===== config.mk =====
export PLATFORM = sky130hd
export DESIGN_NAME = game_flow_ctrl
export DESIGN_NICKNAME = d
export VERILOG_FILES = /design/src/rtl/game_flow_ctrl_pkg.sv /design/src/rtl/game_flow_ctrl_frame_timer.sv /design/src/rtl/game_flow_ctrl.sv
export SDC_FILE = /design/constraint.sdc
export NUM_CORES = 1
export LEC_CHECK = 0
export CAP_MARGIN = 20
export CORE_ASPECT_RATIO = 2
export CORE_MARGIN = 4
export CORE_UTILIZATION = 30
export DETAILED_ROUTE_END_ITERATION = 12
export RECOVER_POWER = 25
export SLEW_MARGIN = 15
export SYNTH_ARGS = -nofsm -noshare
export SYNTH_HDL_FRONTEND = slang
export SYNTH_SLANG_ARGS = --single-unit

===== constraint.sdc =====
create_clock -name Clk -period 2.3 [get_ports Clk]
set_input_delay 0.46 -clock Clk [delete_from_list [all_inputs] [get_ports Clk]]
set_output_delay 0.46 -clock Clk [all_outputs]
set_load 0.1 [all_outputs]

===== src/rtl/game_flow_ctrl_pkg.sv =====
// Shared types and constants for the game flow sequencer.
// Screen states, the ENTER scancode, the elite count and small fade helpers.
package game_pkg;

    // Screens the sequencer can be on; exactly one is active at a time.
    typedef enum logic [2:0] {
        TITLE     = 3'd0,
        ROAM      = 3'd1,
        INTRO     = 3'd2,
        BATTLE    = 3'd3,
        RESULT    = 3'd4,
        GAME_OVER = 3'd5,
        VICTORY   = 3'd6
    } game_state_t;

    // Keyboard scancode of the ENTER key.
    localparam logic [7:0] KEY_ENTER = 8'h28;

    // Number of elite battles between the title and the victory screen.
    localparam int NUM_ELITES = 5;

    // Fully faded screen.
    localparam logic [3:0] FADE_MAX = 4'd15;

    // Fade counter step up, holding at FADE_MAX.
    function automatic logic [3:0] fade_up(input logic [3:0] lvl);
        return (lvl == FADE_MAX) ? FADE_MAX : lvl + 4'd1;
    endfunction

    // Fade counter step down, holding at zero.
    function automatic logic [3:0] fade_down(input logic [3:0] lvl);
        return (lvl == 4'd0) ? 4'd0 : lvl - 4'd1;
    endfunction

endpackage


===== src/rtl/game_flow_ctrl_frame_timer.sv =====
// Frame-rate timer: detects rising edges of the vertical-sync clock in the
// Clk domain and counts a loadable number of those edges down to zero.
// expire marks the frame edge on which the count leaves 1.
module frame_timer (
    input  logic       Clk,
    input  logic       Reset,
    input  logic       frame_clk,
    input  logic       load,
    input  logic [7:0] load_val,
    output logic       frame_edge,
    output logic       expire,
    output logic [7:0] count
);

    logic fc_cur;
    logic fc_prev;

    // Two-stage capture of frame_clk; the edge pulse is cur & ~prev.
    always_ff @(posedge Clk) begin
        if (Reset) begin
            fc_cur  <= 1'b0;
            fc_prev <= 1'b0;
        end else begin
            fc_cur  <= frame_clk;
            fc_prev <= fc_cur;
        end
    end

    assign frame_edge = fc_cur & ~fc_prev;

    // Down counter: load wins over a same-cycle edge; holds at zero.
    always_ff @(posedge Clk) begin
        if (Reset) begin
            count <= 8'd0;
        end else if (load) begin
            count <= load_val;
        end else if (frame_edge && (count != 8'd0)) begin
            count <= count - 8'd1;
        end
    end

    assign expire = frame_edge & (count == 8'd1);

endmodule


===== src/rtl/game_flow_ctrl.sv =====
// Top-level game sequencer: picks the active screen (title, roam, battle
// intro, battle, result, game over, victory), tracks which elite is next and
// drives the per-screen enable flags.
// Optional screen fade counter is built when FLOW_FADE_EN is defined;
// otherwise fade_level is tied to zero.
//
// Handshake: start_battle is honoured only in ROAM, battle_done/battle_won
// only in BATTLE; each is a level sampled once per Clk, so a held level and a
// one-cycle pulse behave the same. ENTER acts on its press edge only.
module game_flow_ctrl
    import game_pkg::*;
#(
    parameter int NUM_BATTLES   = NUM_ELITES,
    parameter int INTRO_FRAMES  = 60,
    parameter int RESULT_FRAMES = 90
) (
    input  logic       Clk,
    input  logic       Reset,
    input  logic       frame_clk,
    input  logic [7:0] keycode,
    input  logic       start_battle,
    input  logic       battle_done,
    input  logic       battle_won,
    output logic       is_title,
    output logic       is_roam,
    output logic       is_battle,
    output logic       is_end,
    output logic       player_won,
    output logic [2:0] cur_battle,
    output logic       battle_begin,
    output logic [3:0] fade_level
);

    localparam logic [7:0] INTRO_LOAD  = 8'(INTRO_FRAMES);
    localparam logic [7:0] RESULT_LOAD = 8'(RESULT_FRAMES);
    localparam logic [2:0] LAST_BATTLE = 3'(NUM_BATTLES - 1);

    game_state_t state;
    game_state_t state_next;

    logic [2:0] cur_q;
    logic [2:0] cur_next;
    logic       won_q;
    logic       won_next;
    logic       begin_q;

    logic       key_prev;
    logic       is_enter;
    logic       enter_press;

    logic       timer_load;
    logic [7:0] timer_load_val;
    logic       frame_edge;
    logic       timer_expire;
    logic [7:0] timer_count;
    logic       timer_done;

    // Screen timer shared by INTRO and RESULT.
    frame_timer u_timer (
        .Clk        (Clk),
        .Reset      (Reset),
        .frame_clk  (frame_clk),
        .load       (timer_load),
        .load_val   (timer_load_val),
        .frame_edge (frame_edge),
        .expire     (timer_expire),
        .count      (timer_count)
    );

    // A timer that is already empty when an edge arrives also ends the
    // screen, so a zero frame count cannot lock the game in INTRO/RESULT.
    assign timer_done = timer_expire | (frame_edge & (timer_count == 8'd0));

    // ENTER press edge: a held key gives a single press.
    assign is_enter    = (keycode == KEY_ENTER);
    assign enter_press = is_enter & ~key_prev;

    // Next-state, next elite index, won latch and timer load decode.
    always_comb begin
        state_next     = state;
        cur_next       = cur_q;
        won_next       = won_q;
        timer_load     = 1'b0;
        timer_load_val = 8'd0;
        case (state)
            TITLE: begin
                if (enter_press) begin
                    state_next = ROAM;
                    cur_next   = 3'd0;
                end
            end
            ROAM: begin
                if (start_battle) begin
                    state_next     = INTRO;
                    timer_load     = 1'b1;
                    timer_load_val = INTRO_LOAD;
                end
            end
            INTRO: begin
                if (timer_done) begin
                    state_next = BATTLE;
                end
            end
            BATTLE: begin
                if (battle_done) begin
                    state_next     = RESULT;
                    won_next       = battle_won;
                    timer_load     = 1'b1;
                    timer_load_val = RESULT_LOAD;
                end
            end
            RESULT: begin
                if (timer_done) begin
                    if (!won_q) begin
                        state_next = GAME_OVER;
                    end else if (cur_q == LAST_BATTLE) begin
                        state_next = VICTORY;
                    end else begin
                        state_next = ROAM;
                        cur_next   = cur_q + 3'd1;
                    end
                end
            end
            GAME_OVER, VICTORY: begin
                if (enter_press) begin
                    state_next = TITLE;
                    cur_next   = 3'd0;
                end
            end
            default: begin
                state_next = TITLE;
                cur_next   = 3'd0;
            end
        endcase
    end

    // State, elite index, won latch, key history and battle_begin pulse.
    always_ff @(posedge Clk) begin
        if (Reset) begin
            state    <= TITLE;
            cur_q    <= 3'd0;
            won_q    <= 1'b0;
            begin_q  <= 1'b0;
            key_prev <= 1'b0;
        end else begin
            state    <= state_next;
            cur_q    <= cur_next;
            won_q    <= won_next;
            begin_q  <= (state == INTRO) && (state_next == BATTLE);
            key_prev <= is_enter;
        end
    end

`ifdef FLOW_FADE_EN
    logic [3:0] fade_q;

    // Fade: ramps up through INTRO, ramps down after returning to ROAM from
    // RESULT, zero everywhere else. Any screen change restarts it.
    always_ff @(posedge Clk) begin
        if (Reset) begin
            fade_q <= 4'd0;
        end else if (state_next != state) begin
            fade_q <= ((state == RESULT) && (state_next == ROAM)) ? FADE_MAX : 4'd0;
        end else begin
            case (state)
                INTRO:   if (frame_edge) fade_q <= fade_up(fade_q);
                ROAM:    if (frame_edge) fade_q <= fade_down(fade_q);
                default: fade_q <= 4'd0;
            endcase
        end
    end

    assign fade_level = fade_q;
`else
    assign fade_level = 4'd0;
`endif

    // Moore decode of the screen flags.
    assign is_title     = (state == TITLE);
    assign is_roam      = (state == ROAM);
    assign is_battle    = (state == INTRO) || (state == BATTLE);
    assign is_end       = (state == GAME_OVER) || (state == VICTORY);
    assign player_won   = is_end & won_q;
    assign cur_battle   = cur_q;
    assign battle_begin = begin_q;

endmodule


; Word-level counts from Yosys, hierarchy flattened
; Cells that the tools add are included.
[word_totals]
reg_bits = 19
input_bits = 14
output_inout_bits = 13
elab_cells = 68
[op_classes]
n_addsub = 2
n_eq_ne = 14
muxes = 22
bitwise_logic = 9
n_reduce_logical = 13
[op_table]
columns = operator, count
row1 = two-way mux 3 bit, 12
row2 = case mux 3 bit (6 select lines), 1
row3 = two-way mux 8 bit, 2
row4 = case mux 7 bit (2 select lines), 1
row5 = "equality test 3 bit, second input constant", 4
row6 = "equality test 3 x 2 -> 1 bit, second input constant", 3
row7 = case mux 3 bit (3 select lines), 1
row8 = "equality test 8 x 1 -> 1 bit, second input constant", 1
row9 = "equality test 8 x 6 -> 1 bit, second input constant", 1
row10 = zero test 8 bit, 1
row11 = nonzero test 8 bit, 1
row12 = "subtractor 8 x 1 -> 8 bit, second input constant", 1
row13 = two-way mux 7 bit, 1
row14 = two-way mux 6 bit, 1
row15 = "inequality test 2 bit, second input constant", 3
row16 = OR reduction 3 bit, 2
row17 = bitwise AND 1 bit, 5
row18 = AND reduction 5 bit, 1
row19 = "adder 3 x 1 -> 3 bit, second input constant", 1
row20 = "equality test 3 x 1 -> 1 bit, second input constant", 1
row21 = zero test 3 bit, 1
row22 = inverter 1 bit, 3
row23 = logical AND 1 bit, 2
row24 = logical OR 1 bit, 2
row25 = other kinds (7), 8

; Logic depth before layout (Yosys ltp)
[depth]
depth_word = 8
depth_mapped = 7
depth_no_buf = 7

; Modules after synthesis
; Synthesis repeated with hierarchy kept, for this count alone.
[unflattened]
cells_unflattened = 155
hier_area_um2 = 1263.7
[modules_own_cells]
columns = mod, instances, cells_per_inst, area_each_um2, seq_area_each_um2
row1 = game_flow_ctrl, 1, 89, 711.9, 180.2
row2 = frame_timer, 1, 66, 551.8, 200.2

; Worst setup path after synthesis
; No wires, ideal clock.
[synth_timing]
kind = reg2reg
start = reg state[1]
end = reg cur_q[2] (netlist: cur_battle[2])
setup_time_ns = 0.122
t_arrival_ns = 3.125
t_required_ns = 2.178
path_slack_ns = -0.947
path_stages_with_launch = 6
n_path_buf = 0
synth_period_minus_slack_ns = 3.247
cell_sequence = dfxtp_1 > nor3_1 > o2111a_1 > nor2_1 > nand2_1 > mux2i_1
[synth_via]
elab_chain_cells = 4
word_cells_on_any_way = 16
classes_between = 10 x eq/ne / 1 x mux / 1 x bitwise / 4 x reduce/logical
[synth_lines]
columns = item, line_no
row1 = from (decl), game_flow_ctrl.sv:38  ; game_state_t state;
row2 = from (signal assigned), game_flow_ctrl.sv:146  ; state <= state_next;
row3 = zero test 3 bit *, -
row4 = named net is_title, game_flow_ctrl.sv:24  ; output logic is_title,
row5 = OR reduction 3 bit (no line) *, -
row6 = inequality test 2 x 1 -> 1 bit (no line), -
row7 = AND reduction 5 bit (no line), -
row8 = to (signal assigned), game_flow_ctrl.sv:147  ; cur_q <= cur_next;
row9 = to (decl), game_flow_ctrl.sv:41  ; logic [2:0] cur_q;
; The timed path passes the listed nets; every way through them passes the cells marked *.
; A chain may end at the register's enable or synchronous reset.

; Final worst setup path
[layout_timing]
start = reg state[1]
end = out player_won
[layout_via]
elab_chain_cells = 3
word_cells_on_any_way = 4
classes_between = 2 x eq/ne / 1 x bitwise / 1 x reduce/logical
[layout_lines]
columns = item, line_no
row1 = equality test 3 bit, game_flow_ctrl.sv:182  ; assign is_end = (state == GAME_OVER) || (state == VICTORY);
row2 = logical OR 1 bit *, game_flow_ctrl.sv:182
row3 = bitwise AND 1 bit *, game_flow_ctrl.sv:183  ; assign player_won = is_end & won_q;
row4 = to (decl), game_flow_ctrl.sv:28  ; output logic player_won,
; Mark *: on every way between the ends. The rest lies on a longest branch, timed or not.

==> impl_metrics.py <==
metrics = {
    "floorplanning": {
        "dieArea_sq_mm": 0.00518,
        "io_pins": 27,
        "core_sq_mm": 0.00388,
        "dieHeight_um": 97.9,
        "start_util_pct": 31.2,
        "fp.dieW_um": 52.9,
        "placementRows": 32,
    },
    "clock_tree": {
        "cts-root-buf": "clkbuf_8",
        "cts_hold_buf": 0,
        "clk_pin_slew_worst_paths_ns": 0.08,
        "cts_sinks": 19,
        "clockBufferDepth": 2,
        "worstSkewPairLatency_ns": 0.25,
        "cts_tree": "done",
        "cts_resized": 0,
        "h-tree-depth": 1,
        "postCtsSetupRepairBufs": 0,
        "cts_buffers": 3,
    },
    "sta": {
        "fin_setup_tns_ns": 0,
        "fin_ws_ns": 0.183,
        "tightest_slew_ns": 1.16,
        "setup_viol": 0,
        "slew_viol_final": 0,
        "relSlewSlack_pct": 22.8,
        "final.min_clock_period_ns": 2.12,
        "finClkSkew_ns": 0.00235,
        "fin_crit_sh_pct": 92.0,
        "hold_viol_final": 0,
        "max_freq_ghz": 0.472,
        "rsz0062_at_grt": "false",
    },
    "route": {
        "drc": 0,
        "vias": 1137,
        "detail-route-antenna-nets": 0,
        "vias_per_cell": 5.05,
        "routed_wl_mm": 3.14,
        "firstDrtPassIters": 4,
        "drtIter0Drc": 28,
        "wl_per_cell_um": 13.9,
    },
    "worst_setup_path": {
        "r2r_start": "u_timer.count[0]",
        "cp_max_fo": 14,
        "rr_endpoint": "u_timer.count[2]",
        "reg2reg_depth": 6,
        "cp.required_ns": 1.84,
        "worstSetupPathType": "flip-flop to output pin",
        "cp_data_arrival_time_ns": 1.66,
        "worstSetupStartpointType": "flip-flop",
        "rrSetupSlack_ns": 0.32,
        "end_kind": "output pin",
    },
    "final_layout": {
        "nNetsFinal": 194,
        "diodes": 0,
        "final_cells": 225,
        "fillCellCount": 422,
        "areaGrowthSynthToFinish_pct": 28.9,
        "multi_input_comb_area_sq_um": 778,
        "fin_area_sq_mm": 0.00156,
        "register_area_sq_um": 380,
        "drive_gt1_share_pct": 12.6,
    },
    "grt": {
        "antenna_found_initial": 0,
        "grt_start_max_net_pins": 16,
        "grt_use_total_pct": 13.1,
        "grt_pass1_vias": 1196,
        "grt_pass1_wl_mm": 5.16,
        "gr-total-overflow": 0,
    },
    "synth": {
        "yosysWarnings": 0,
        "avgSynthCellArea_sq_um": 8.07,
        "yosysTopAreaCellShare_pct": 31.4,
        "ys_seq_area_share_pct": 31.4,
        "synth_most_common_cell": "dfxtp_1",
        "synth_top_cell_by_area": "dfxtp_1",
        "ys_ff_latch": 19,
        "ys_types": 44,
        "synthTopCellsByCount": "dfxtp_1 (19), nand2_1 (15), nor2_1 (15)",
        "syn_inst": 150,
        "synth_area_sq_mm": 0.00121,
        "yosys-top-cells-area": "dfxtp_1 (31%), ha_1 (5.2%), nand2_1 (4.6%)",
        "ys.flop_type": "dfxtp_1",
        "async_flop_share_pct": 0,
        "synth_edf_count": 0,
    },
    "pwr": {
        "intPower_mw": 0.808,
        "peakVddDrop_mv": 0.424,
        "seqPwrFrac_pct": 35.1,
        "pwr-share-comb_pct": 47.4,
        "p_sw_mw": 0.539,
        "cellLeakagePower_nw": 0.582,
        "clkPwrFrac_pct": 17.5,
        "finalPower_mw": 1.35,
        "p_per_area_mw_per_mm2": 863,
        "switching_share_pct": 40.0,
    },
    "place": {
        "gp_congestion": 0.886,
        "place_area_sq_mm": 0.00154,
        "place_ws_ns": 0.215,
        "port_buffers": 22,
        "hpwl_mm": 2.53,
        "placedCellCount": 221,
    },
    "min_path": {
        "holdCritStartpoint": "won_q",
        "min_path_type": "flip-flop to flip-flop",
        "min_path_cells": 2,
        "hold-path-endpoint": "won_q",
    },
    "run_status": {
        "outcome": "finished clean",
    },
    "job": {
        "drv_cap": 0,
    },
}
sequential cells by signal, indices dropped and copies added (netlist names):
| signal | flops |
|---|---|
| key_prev | 1 |
| battle_begin | 1 |
| cur_battle | 3 |
| u_timer.count | 8 |
| state | 3 |
| u_timer.fc_cur | 1 |
| won_q | 1 |
| u_timer.fc_prev | 1 |
layout make-up:
cell class | instances | share of cell area (%)
clock inverters | 1 | 0.321
flip-flops and latches | 19 | 24.4
repair buffers | 25 | 16.8
well taps | 51 | 4.09
clock buffers | 3 | 2.64
inverters | 8 | 1.92
multi-input cells | 118 | 49.8
cells in the final DEF (no fill, tap or decap), types with 3 or more instances in the layout:
| cell | count |
|---|---|
| clkbuf_1 | 4 |
| and3_1 | 3 |
| nand2_1 | 15 |
| buf_12 | 5 |
| conb_1 | 4 |
| nor2_1 | 15 |
| nand3_1 | 11 |
| a21oi_1 | 9 |
| dfxtp_1 | 19 |
| or3_1 | 4 |
| clkbuf_8 | 3 |
| o21ai_0 | 3 |
| clkdlybuf4s50_1 | 12 |
| ha_1 | 5 |
| nor2b_1 | 4 |
| nor3_1 | 6 |
| inv_1 | 8 |
cell families (layout without fill, tap and decap cells):
| logic type | Yosys count | after routing | synth area share, % |
|---|---|---|---|
| and+or+nand+nor | 73 | 73 | 32.4 |
| AOI/OAI and AO/OA | 28 | 28 | 17.8 |
| DFF | 19 | 19 | 31.4 |
| buffers and inverters | 16 | 37 | 6.20 |
| adders and majority gates | 5 | 5 | 5.17 |
| xor gates and xnor gates | 4 | 4 | 2.89 |
| muxes | 4 | 4 | 3.82 |
| other | 1 | 4 | 0.310 |
through the flow:
step	hold WS (ns)	util (%)
after floorplan	0.463	-
after global placement	0.491	39.5
after detailed placement	0.490	39.5
after CTS	0.501	40.7
after global routing	0.522	40.2
final	0.504	40.2
worst max-delay path by stage:
stage / to / startpoint / slack (ns) / cells after the start
after CTS: player_won / state[1] / 0.19 / 4
after global placement: u_timer.count[2] / battle_done / 0.21 / 6
final: player_won / state[1] / 0.18 / 4
after detailed placement: battle_begin / keycode[4] / 0.21 / 6
after floorplan: cur_battle[2] / state[1] / 0.03 / 5
after global routing: player_won / state[1] / 0.12 / 4
per-layer routing:
metal	vias to the layer above	wire length, um	share of wire, %	track usage, %
met1	530	1110	35	12.0
met5	-	0	0	0
met3	9	96	3.1	1.68
li1	574	-	-	-
met2	24	1820	58	25.2
met4	0	108	3.4	7.48
power by group through the flow:
| stage | registers, mW | clock network [mW] | logic, mW |
|---|---|---|---|
| after CTS | 0.473 | 0.239 | 0.649 |
| after detailed placement | 0.480 | 0 | 0.646 |
| after global routing | 0.480 | 0.255 | 0.710 |
| after floorplan | 0.464 | 0 | 0.530 |
| final | 0.473 | 0.236 | 0.638 |
| after global placement | 0.478 | 0 | 0.633 |
critical path: stages (launching register included):
cell and delay (ns):
dfxtp_1 0.61, nor2_1 0.14, and3b_2 0.32, and2_4 0.17, buf_12 0.16
Note: power is estimated with default switching activity, not from simulation.
